## config.mk

```make
export PLATFORM = sky130hd
export DESIGN_NAME = ysyx_25040111_mem_arb
export DESIGN_NICKNAME = d
export VERILOG_FILES = /design/src/rtl/ysyx_25040111_mem_arb.sv
export SDC_FILE = /design/constraint.sdc
export NUM_CORES = 1
export LEC_CHECK = 0
export ABC_CLOCK_PERIOD_IN_PS = 5100
export CELL_PAD_IN_SITES_DETAIL_PLACEMENT = 1
export CELL_PAD_IN_SITES_GLOBAL_PLACEMENT = 1
export CORE_AREA = 2 2 158 114
export DETAILED_ROUTE_END_ITERATION = 8
export DIE_AREA = 0 0 160 116
export HOLD_SLACK_MARGIN = 0.1
export PLACE_DENSITY_LB_ADDON = 0.3
export SETUP_SLACK_MARGIN = 0.2
export SLEW_MARGIN = 20
export SYNTH_ARGS = -nofsm -noshare
export SYNTH_HDL_FRONTEND = slang
export SYNTH_SLANG_ARGS = --single-unit
```

## constraint.sdc

```tcl
create_clock -name clock -period 5.1 [get_ports clock]
set_input_delay 1.02 -clock clock [delete_from_list [all_inputs] [get_ports clock]]
set_output_delay 1.02 -clock clock [all_outputs]
set_load 0.005 [all_outputs]
```

## src/rtl/ysyx_25040111_mem_arb.sv

```systemverilog
// N-channel memory-port arbiter: picks one master (fixed priority or round-robin),
// registers its command for the downstream port and routes beats/completion back.
module ysyx_25040111_mem_arb #(
    parameter int NCH = 2,
    parameter int AW  = 32,
    parameter int DW  = 32,
    parameter int LW  = 8,
    parameter int RR  = 1
) (
    input  logic              clock,
    input  logic              reset,
    input  logic [NCH-1:0]    m_req,
    input  logic [NCH-1:0]    m_wen,
    input  logic [NCH-1:0]    m_sign,
    input  logic [2*NCH-1:0]  m_mask,
    input  logic [NCH*AW-1:0] m_addr,
    input  logic [NCH*DW-1:0] m_wdata,
    input  logic [NCH*LW-1:0] m_tlen,
    output logic [DW-1:0]     m_rdata,
    output logic [NCH-1:0]    m_beat,
    output logic [NCH-1:0]    m_done,
    output logic [NCH-1:0]    grant,
    output logic              s_start,
    output logic              s_wen,
    output logic              s_ren,
    output logic              s_sign,
    output logic [1:0]        s_mask,
    output logic [AW-1:0]     s_addr,
    output logic [DW-1:0]     s_wdata,
    output logic [LW-1:0]     s_tlen,
    input  logic [DW-1:0]     s_rdata,
    input  logic              s_valid
);

    localparam int IW = (NCH > 1) ? $clog2(NCH) : 1;

    typedef enum logic [1:0] {
        IDLE  = 2'd0,
        ISSUE = 2'd1,
        WAIT  = 2'd2
    } state_t;

    state_t        state;
    state_t        state_nxt;

    logic [IW-1:0] ptr;
    logic [IW-1:0] gidx;
    logic [IW-1:0] cand;
    logic [IW-1:0] win_idx;
    logic          found;
    logic [LW-1:0] cnt;
    logic          beat_hit;
    logic          done_hit;

    logic          win_wen;
    logic          win_sign;
    logic [1:0]    win_mask;
    logic [AW-1:0] win_addr;
    logic [DW-1:0] win_wdata;
    logic [LW-1:0] win_tlen;

    function automatic logic [IW-1:0] wrap_idx(input int base, input int off);
        int sum;
        sum = base + off;
        if (sum >= NCH) sum = sum - NCH;
        return IW'(sum);
    endfunction

    // Search starts at the RR pointer (or channel 0 for fixed priority) and wraps.
    always_comb begin
        found   = 1'b0;
        win_idx = '0;
        cand    = '0;
        for (int k = 0; k < NCH; k++) begin
            cand = wrap_idx((RR != 0) ? int'(ptr) : 0, k);
            if (!found && m_req[cand]) begin
                found   = 1'b1;
                win_idx = cand;
            end
        end
    end

    always_comb begin
        win_wen   = 1'b0;
        win_sign  = 1'b0;
        win_mask  = '0;
        win_addr  = '0;
        win_wdata = '0;
        win_tlen  = '0;
        for (int i = 0; i < NCH; i++) begin
            if (win_idx == IW'(i)) begin
                win_wen   = m_wen[i];
                win_sign  = m_sign[i];
                win_mask  = m_mask[2*i +: 2];
                win_addr  = m_addr[AW*i +: AW];
                win_wdata = m_wdata[DW*i +: DW];
                win_tlen  = m_tlen[LW*i +: LW];
            end
        end
    end

    always_ff @(posedge clock or posedge reset) begin
        if (reset) begin
            state <= IDLE;
        end else begin
            state <= state_nxt;
        end
    end

    always_comb begin
        state_nxt = state;
        s_start   = 1'b0;
        beat_hit  = 1'b0;
        done_hit  = 1'b0;
        case (state)
            IDLE: begin
                if (found) state_nxt = ISSUE;
            end
            ISSUE: begin
                s_start   = 1'b1;
                state_nxt = WAIT;
            end
            WAIT: begin
                if (s_valid) begin
                    beat_hit = s_ren;
                    done_hit = s_wen || (cnt == '0);
                    if (done_hit) state_nxt = IDLE;
                end
            end
            default: state_nxt = IDLE;
        endcase
    end

    assign m_rdata = s_rdata;
    assign m_beat  = beat_hit ? grant : '0;
    assign m_done  = done_hit ? grant : '0;

    // Command registers only load in IDLE, so master-side changes mid-transaction are ignored.
    always_ff @(posedge clock or posedge reset) begin
        if (reset) begin
            grant   <= '0;
            gidx    <= '0;
            ptr     <= '0;
            cnt     <= '0;
            s_wen   <= 1'b0;
            s_ren   <= 1'b0;
            s_sign  <= 1'b0;
            s_mask  <= '0;
            s_addr  <= '0;
            s_wdata <= '0;
            s_tlen  <= '0;
        end else begin
            case (state)
                IDLE: begin
                    if (found) begin
                        grant   <= {{(NCH-1){1'b0}}, 1'b1} << win_idx;
                        gidx    <= win_idx;
                        s_wen   <= win_wen;
                        s_ren   <= !win_wen;
                        s_sign  <= win_sign;
                        s_mask  <= win_mask;
                        s_addr  <= win_addr;
                        s_wdata <= win_wdata;
                        s_tlen  <= win_wen ? '0 : win_tlen;
                    end
                end
                ISSUE: begin
                    cnt <= s_tlen;
                end
                WAIT: begin
                    if (done_hit) begin
                        grant <= '0;
                        s_wen <= 1'b0;
                        s_ren <= 1'b0;
                        cnt   <= '0;
                        ptr   <= wrap_idx(int'(gidx), 1);
                    end else if (beat_hit) begin
                        cnt <= cnt - LW'(1);
                    end
                end
                default: ;
            endcase
        end
    end

endmodule

```

==> impl_metrics.json <==
{
  "wl_mm": 16.1,
  "p_leak_nw": 3.24,
  "crit_arrival_ns": 2.80,
  "dieArea_sq_um": 18600,
  "syn-cell-area_sq_um": 4350,
  "grtUsageTotal_pct": 17.6,
  "syn-num-nets": 651,
  "io_pins": 305,
  "holdPathStages": 1,
  "finalSetupTns_ns": 0,
  "gr-total-overflow": 0,
  "synth_top_area_share_pct": 52.3,
  "max_freq_mhz": 262,
  "vias": 4247,
  "ys_warn_count": 0,
  "layout.nets": 851,
  "synth_area_leaders": "dfrtp_1 52%, nand2_1 13%, a22oi_1 12%, buf_4 5.5%, mux2i_1 2.3%",
  "rsz0062_at_grt": "false",
  "dp_hpwl_mm": 12.0,
  "final_antenna_net_count": 0,
  "rrSetupSlack_ns": 2.72,
  "antenna_cells": 0,
  "crit_buf_inv": 3,
  "vdd_ir_drop_max_mv": 0.110,
  "postSynthCellCount": 460,
  "grt_pass1_vias": 4797,
  "rr_worst_depth": 5,
  "dr.pass1.iters": 6,
  "critical_path_class": "in2out",
  "cts_sinks": 91,
  "cp.depth": 6,
  "timing.rr.start": "state[1]",
  "cp-end-kind": "output port",
  "yosysTopAreaCell": "dfrtp_1",
  "finalSetupViolations": 0,
  "synth_cell_types": 36,
  "period_share_pct": 74.8,
  "cts_setup_buffers": 0,
  "row_count": 40,
  "synth_most_common_cell": "nand2_1",
  "grt_max_degree": 65,
  "status": "finished, final reports clean",
  "drtIter0Drc": 201,
  "maxSlewHeadroom_pct": 43.6,
  "numCtsBuffers": 9,
  "die_w_microns": 160,
  "max_stage_delay_ns": 0.55,
  "synthToLayoutAreaGrowth_pct": 63.0,
  "antenna_found_initial": 0,
  "gp_congestion": 0.852,
  "synthTopCellsByCount": "150 x nand2_1, 91 x dfrtp_1, 69 x a22oi_1, 32 x buf_4, 19 x clkbuf_1",
  "cp.required_ns": 4.08,
  "crit_chain": "clkdlybuf4s50_1 -> inv_1 -> nor2_1 -> o21ai_1 -> nor2_1 -> clkdlybuf4s50_1",
  "via_per_inst": 4.74,
  "cp-endpoint": "m_done[1]",
  "ctsResizeCount": 0,
  "ys_ff_latch": 91,
  "initial_utilization_pct": 25.7,
  "clk_path_buf_depth": 2,
  "critPathTopFamily": "buffers and inverters",
  "tightest_slew_ns": 0.841,
  "synthArstFlopShare_pct": 100,
  "core_sq_um": 16900,
  "cp-start-kind": "input port",
  "worstPathMaxFanout": 6,
  "grt_pass1_wl_mm": 25.5,
  "clock-root-buffer": "clkbuf_16",
  "period_minus_slack_ns": 3.82,
  "power_density_nw_per_um2": 220,
  "syn_area_per_cell_sq_um": 9.46,
  "fillerInstances": 1946,
  "clk_pin_slew_ns": 0.07,
  "insertion_delay_ns": 0.35,
  "clock_skew_ns": 0.00703,
  "hold_viol": 0,
  "startpoint": "s_valid",
  "die_h_microns": 116,
  "hp-class": "reg2reg",
  "drcViolationCount": 0,
  "wl_per_cell_microns": 17.9,
  "timing.rr.end": "s_addr[10]",
  "port_buffers": 240,
  "hold_ws_ns": 0.451,
  "seq_area_frac_synth_pct": 52.3,
  "cap_violations": 0,
  "synth-edff-count": 0,
  "h-tree-depth": 3,
  "synthFlopType": "dfrtp_1",
  "cts_tree": "yes",
  "drive_above_1_share_pct": 4.66,
  "slew_violations": 0,
  "ctsHoldBuffers": 0,
  "critPathSlowestCell": "clkdlybuf4s50_1"
}
-- worst register-to-register path: stages, from the launching register on --
cell and delay [ns]:
dfrtp_1 0.42, nor2_1 0.33, and3_2 0.74, buf_4 0.52, a22oi_1 0.18, nand2_1 0.13
-- worst min path at each step --
stage | slack, ns | from | endpoint
finish | 0.45 | gidx | ptr
global route | 0.46 | gidx | ptr
CTS | 0.46 | gidx | ptr
detailed placement | 0.45 | gidx | ptr
global placement | 0.43 | gidx | ptr
floorplan | 0.42 | gidx | ptr
-- sequential cells by signal (all words and copies together) (netlist names) --
signal and count:
state 2, s_wdata 32, ptr 1, cnt 8, s_ren 1, s_sign 1, s_wen 1, grant 2
s_addr 32, gidx 1, s_mask 2, s_tlen 8
-- cell type report --
| cell class | instances | area, sq um | share of cell area, % |
|---|---|---|---|
| timing repair buffer | 246 | 2470 | 34.8 |
| sequential | 91 | 2280 | 32.1 |
| multi-input combinational | 300 | 1710 | 24.1 |
| tap | 231 | 289 | 4.08 |
| clock buffer | 10 | 239 | 3.37 |
| clock inverter | 6 | 63.8 | 0.900 |
| inverter | 12 | 47.5 | 0.671 |
-- placed cells by master, fill, tap and decap left out, types with 5 or more instances in the layout --
master / n
nor2_1: 7
mux2i_1: 10
dfrtp_1: 91
o21ai_0: 9
clkbuf_16: 9
a32oi_1: 5
nand2_1: 150
buf_4: 5
a22oi_1: 69
clkdlybuf4s50_1: 240
inv_1: 11
-- power breakdown --
part           switching (mW)  internal, mW  total (mW)
Combinational          0.0408         0.109       0.150
Sequential                  0         0.721       0.721
Clock                   0.299         0.394       0.692
Total                   0.340          1.22        1.56
-- cell families (layout without fill, tap and decap cells) --
group                      count (synthesis)  after routing  synth area share [%]
AOI/OAI and AO/OA                        107            107                  18.5
adders and majority gates                  2              2                 0.575
buffers and inverters                     69            274                  8.83
DFF                                       91             91                  52.3
muxes                                     11             11                  2.65
and+or+nand+nor                          180            180                  17.1
-- metal layers --
metal	routed length [microns]	share of wire, %	track usage (%)
met3	1380	8.6	6.12
met4	223	1.4	5.23
met1	6940	43	21.4
met5	0	0	0
met2	7520	47	29.9
-- stage by stage --
step / utilization (%) / cell area [sq um] / setup slack (ns) / power (mW) / std cells
4_1_cts: 41.9 / 7090 / 1.29 / 1.59 / 896
5_1_grt: 41.9 / 7090 / 1.10 / 1.63 / 896
3_5_place_dp: 40.1 / 6790 / 1.30 / 0.887 / 880
2_1_floorplan: - / 4350 / 1.72 / 0.774 / 460
6_report: 41.9 / 7090 / 1.28 / 1.56 / 896
3_3_place_gp: 39.9 / 6760 / 1.33 / 0.884 / 879
(Power assumes the default switching activity.)
